`src/rtl/pushshift_pkg.sv`:
```
// Shared constants for the push/shift bank: default geometry and FSM state encodings.
package pushshift_pkg;

    localparam int unsigned DEF_DW     = 4;
    localparam int unsigned DEF_DIGITS = 6;
    localparam int unsigned DEF_AW     = 4;

    typedef enum logic {
        ST_INIT = 1'b0,
        ST_IDLE = 1'b1
    } state_t;

endpackage

```
`src/rtl/pushshift_ram.sv`:
```
// Single-port RAM, synchronous write with asynchronous read so a push sees the pre-write word.
module pushshift_ram
    import pushshift_pkg::*;
#(
    parameter int unsigned DW = DEF_DW,
    parameter int unsigned AW = DEF_AW
) (
    input  logic          sysclk,
    input  logic          we,
    input  logic [AW-1:0] addr,
    input  logic [DW-1:0] wrData,
    output logic [DW-1:0] rdData_c
);

    localparam int unsigned DEPTH = 2**AW;

    logic [DW-1:0] mem [DEPTH];

    always_ff @(posedge sysclk) begin
        if (we) begin
            mem[addr] <= wrData;
        end
    end

    assign rdData_c = mem[addr];

endmodule

```
`src/rtl/pushshift_bank.sv`:
```
// RAM-backed push/shift bank: each push writes RAM and shifts the displaced word into a digit register.
module pushshift_bank
    import pushshift_pkg::*;
#(
    parameter int unsigned DW     = DEF_DW,
    parameter int unsigned DIGITS = DEF_DIGITS,
    parameter int unsigned AW     = DEF_AW
) (
    input  logic                 sysclk,
    input  logic                 rst_n,
    input  logic                 iEn,
    input  logic                 iDir,
    input  logic                 iClr,
    input  logic [AW-1:0]        iAddr,
    input  logic [DW-1:0]        iData,
    output logic [DW*DIGITS-1:0] oData,
    output logic                 oReady,
    output logic                 oDone
);

    localparam int unsigned OW = DW * DIGITS;

    state_t        state;
    state_t        stateNext;
    logic [AW-1:0] cnt;
    logic [AW-1:0] cntNext;
    logic          ramWe;
    logic [AW-1:0] ramAddr;
    logic [DW-1:0] ramWrData;
    logic [DW-1:0] oldWord_c;
    logic          push;
    logic          clr;

    pushshift_ram #(
        .DW(DW),
        .AW(AW)
    ) uRam (
        .sysclk   (sysclk),
        .we       (ramWe),
        .addr     (ramAddr),
        .wrData   (ramWrData),
        .rdData_c (oldWord_c)
    );

    // State register
    always_ff @(posedge sysclk or negedge rst_n) begin
        if (!rst_n) begin
            state <= ST_INIT;
            cnt   <= '0;
        end else begin
            state <= stateNext;
            cnt   <= cntNext;
        end
    end

    // Next state, sweep counter and RAM port steering; a clear always beats a push
    always_comb begin
        stateNext = state;
        cntNext   = cnt;
        ramWe     = 1'b0;
        ramAddr   = iAddr;
        ramWrData = iData;
        push      = 1'b0;
        clr       = 1'b0;
        case (state)
            ST_INIT: begin
                ramWe     = 1'b1;
                ramAddr   = cnt;
                ramWrData = '0;
                if (iClr) begin
                    cntNext = '0;
                end else if (cnt == {AW{1'b1}}) begin
                    cntNext   = '0;
                    stateNext = ST_IDLE;
                end else begin
                    cntNext = cnt + AW'(1);
                end
            end
            ST_IDLE: begin
                if (iClr) begin
                    clr       = 1'b1;
                    cntNext   = '0;
                    stateNext = ST_INIT;
                end else if (iEn) begin
                    push  = 1'b1;
                    ramWe = 1'b1;
                end
            end
            default: begin
                stateNext = ST_INIT;
            end
        endcase
    end

    // Registered outputs: digit shift register, ready flag and done pulse
    always_ff @(posedge sysclk or negedge rst_n) begin
        if (!rst_n) begin
            oData  <= '0;
            oReady <= 1'b0;
            oDone  <= 1'b0;
        end else begin
            oReady <= (stateNext == ST_IDLE);
            oDone  <= push;
            if (clr) begin
                oData <= '0;
            end else if (push) begin
                if (iDir) begin
                    oData <= {oldWord_c, oData[OW-1:DW]};
                end else begin
                    oData <= {oData[OW-DW-1:0], oldWord_c};
                end
            end
        end
    end

endmodule

```
`config.mk`:
```
export PLATFORM = sky130hd
export DESIGN_NAME = pushshift_bank
export DESIGN_NICKNAME = d
export VERILOG_FILES = /design/src/rtl/pushshift_pkg.sv /design/src/rtl/pushshift_ram.sv /design/src/rtl/pushshift_bank.sv
export SDC_FILE = /design/constraint.sdc
export NUM_CORES = 1
export LEC_CHECK = 0
export CAP_MARGIN = 0
export CORE_MARGIN = 4
export CORE_UTILIZATION = 55
export CTS_BUF_LIST = sky130_fd_sc_hd__clkbuf_16
export DETAILED_ROUTE_END_ITERATION = 8
export PLACE_DENSITY = 0.76
export SYNTH_ARGS = -nofsm -noshare
export SYNTH_HDL_FRONTEND = slang
export SYNTH_HIERARCHICAL = 1
export SYNTH_SLANG_ARGS = --single-unit
```
`constraint.sdc`:
```
create_clock -name sysclk -period 3.25 [get_ports sysclk]
set_input_delay 0.325 -clock sysclk [delete_from_list [all_inputs] [get_ports sysclk]]
set_output_delay 0.325 -clock sysclk [all_outputs]
set_load 0.005 [all_outputs]
```
==> impl_results.md <==
- Post_cts resized: 0
- Layout cell share with drive strength beyond 1: between 10% and 20%
- # Post-CTS Setup Buffers: 0
- Mapped cell area: slightly above 4000 µm²
- Antenna cells: 0
- Mapped Cells: roughly 270
- WL/cell: 19.6 µm
- Routed vias: between 2000 and 2500
- CTS tree: yes
- Worst Setup Path Type: input pin to flop
- R2r endpoint: uRam/mem[0][1]
- Largest stage delay on the critical path: ~0.64 ns
- Initial drt markers: between 90 and 100
- Fin crit period: approximately 2.7 ns
- Gr usage total: between 10% and 20%
- RePlAce Congestion: roughly 0.77
- Post-synth EDFFs: 64
- Fillers: between 500 and 600
- Final Max Slew Viols: 0
- CP Launch Point: iClr
- Avg Inst Size Synth: ~15 µm²
- Crit. End Element: flop
- Final instance area: between 4000 and 5000 µm²
- Root buffer cell: clkbuf_16
- Startpoint Class: input pin
- Most common cell in the netlist: edfxtp_1
- Synth async-reset ratio: 31.9%
- Port Buffers: 38
- Final setup viols: 0
- Number of synthesized register bits: 94
- Fmax: roughly 0.37 GHz
- DP HPWL: 5430 µm
- First-pass GRT wire length: around 13000 µm
- Slew at the pin with the worst max-slew slack: ~0.79 ns
- Power Density: approximately 520 nW/µm²
- Reg2Reg Setup Slack: about 0.62 ns
- Cells along the critical path: clkdlybuf4s50_1, o21ai_0, or3b_2, nor3_1
- Routed WL: a little over 8000 µm
- Syn_nets: approximately 290
- Crit-path leading delay family: simple AND/OR/NAND/NOR gates
- Predominant post-synthesis flop cell: edfxtp_1
- H-tree levels: 3
- Critical path arrival: 2.63 ns
- MaxCap Viol Count: 0
- Clock Tree Buf Depth: 2
- Final hold vios: 0
- Synth cell count leaders: edfxtp_1 (64), dfrtp_1 (30), nand2_1 (26)
- Crit Path Max Fanout: 9
- Min-delay worst type: input pin to asynchronous set/reset pin
- Status: finished clean
- Worst reg2reg path startpoint: oReady
- Finished Core Util: between 60% and 70%
- Final Skew: ~0.0076 ns
- # DRC: 0
- Largest net degree at the start of global routing: 31
- Netlist cell types: 39
- Leading post-synthesis cells by cell area: edfxtp_1 (47%), dfrtp_1 (18%), mux2i_1 (6.1%)
- Cell taking the most area after synthesis: edfxtp_1
- CP bufs+invs: 1
- Die Height: roughly 95 µm
- Pwr Total: ~0.0025 W
- Clock sink total: between 90 and 100
- Worst path depth: 4
- Layout area overhead: 16.1%
- Top-area cell type share of the netlist area: between 40% and 50%
- Initial antenna violation count: 0
- Vias in the first global route: around 2400
- Slowest CP cell: nor3_1
- Reg2Reg Depth: 4
- I/O pins: 39
- Area after DPL: roughly 4500 µm²
- Chip width: 94.6 µm
- Critical Path End: uRam/mem[0][1]
- Core Box Area: about 7300 µm²
- Setup repair after global routing missed its margin: no
- Worst slew margin: between 40 and 50%
- Rows: 31
- Hold_buf cts: 0
- Global route overflow: 0
- Initial DRT Pass Iterations: 4
- Critical Path RT: ~3.2 ns
- # nets final: 323
- Worst IR Drop VDD: approximately 0.28 mV
- Setup TNS: 0 ns
- Die area: a little under 9000 µm²
- CTS Buf Count: 9
- Initial Util: a little under three fifths
- Leak: about 1.8 nW
- Crit share post-route: between 80 and 90%
- Seq/Total Area, Yosys: about two thirds
- Antenna Nets Post-Route: 0
- Clk_lat worst skew: 0.33 ns
- Syn. warnings: 6
- Clock transition at the registers of the reported paths: 0.06 ns
- Via density per instance: slightly below 6
==> through the flow <==
step	instances	hold WS (ns)	setup slack, ns
6_report	413	0.385	0.575
4_1_cts	413	0.387	0.662
2_1_floorplan	273	0.0294	1.07
5_1_grt	413	0.412	0.530
3_3_place_gp	397	0.505	0.480
3_5_place_dp	397	0.514	0.317
==> report_power, final <==
| part | leakage, nW | internal, W | total, W | switching, W |
|---|---|---|---|---|
| combinational | 0.628 | 0.000108 | 0.000212 | 0.000104 |
| clock | 0.132 | 0.000513 | 0.000933 | 0.000420 |
| sequential | 1.04 | 0.00130 | 0.00132 | 0.0000204 |
==> area by class of cell <==
type                    count  area (µm²)  area share, %
flip-flops and latches     94        2670           55.8
well taps                  99         124           2.59
repair buffers             42         410           8.57
multi-input cells         160        1310           27.3
clock inverters             7        41.3          0.862
inverters                   2        10.0          0.209
clock buffers               9         225           4.70
==> registers in the layout, indices dropped and copies added (netlist names) <==
name      cells
oData        24
oReady        1
cnt           4
oDone         1
uRam/mem     64
==> worst min path at each step <==
stage               from         to  slack (ns)  cells after the start
6_report           rst_n     cnt[0]        0.38                      2
5_1_grt            rst_n  oData[19]        0.41                      2
4_1_cts            rst_n     cnt[0]        0.39                      2
3_5_place_dp   oData[22]  oData[22]        0.51                      2
3_3_place_gp   oData[22]  oData[22]        0.50                      2
2_1_floorplan      rst_n     cnt[0]        0.03                      0
==> cells in the final DEF, fill, tap and decap left out, types with 2 or more instances in the layout <==
| cell type | Yosys | layout |
|---|---|---|
| o21ai_1 | 2 | 2 |
| buf_4 | 4 | 4 |
| mux2_2 | 3 | 3 |
| mux2i_1 | 25 | 25 |
| clkdlybuf4s50_1 | 0 | 38 |
| nor2_2 | 3 | 3 |
| o21ai_0 | 17 | 17 |
| a211oi_2 | 3 | 3 |
| nand3_1 | 9 | 9 |
| and2_1 | 5 | 5 |
| a211oi_1 | 3 | 3 |
| clkbuf_16 | 0 | 9 |
| edfxtp_1 | 64 | 64 |
| nand2_1 | 26 | 26 |
| nand3b_1 | 2 | 2 |
| inv_1 | 1 | 2 |
| nor2_1 | 20 | 20 |
| mux4_1 | 6 | 6 |
| clkinv_1 | 0 | 2 |
| mux4_2 | 10 | 10 |
| a22oi_1 | 3 | 3 |
| a21oi_1 | 3 | 3 |
| nor2b_1 | 3 | 3 |
| nand2b_1 | 3 | 3 |
| dfrtp_1 | 30 | 30 |
| nor3_1 | 4 | 4 |
==> layer usage <==
layer / up-vias / share of wire [%] / GRT usage [%]
met1: 1211 / 44 / 26.4
met5: - / 0 / 0
met2: 74 / 49 / 31.9
met3: 7 / 6.3 / 4.62
met4: 0 / 0.78 / 5.41
li1: 1105 / - / -
==> cell families (layout without fill, tap and decap cells) <==
family / count (synthesis) / in the layout / synth area share (%)
compound gates: 36 / 36 / 5.91
simple gates: 78 / 78 / 9.10
xor+xnor: 1 / 1 / 0.212
buf+inv: 19 / 60 / 3.55
flops: 94 / 94 / 64.8
mux: 44 / 44 / 16.2
fa+ha+maj: 1 / 1 / 0.303
Note: power is estimated with default switching activity, not from simulation.
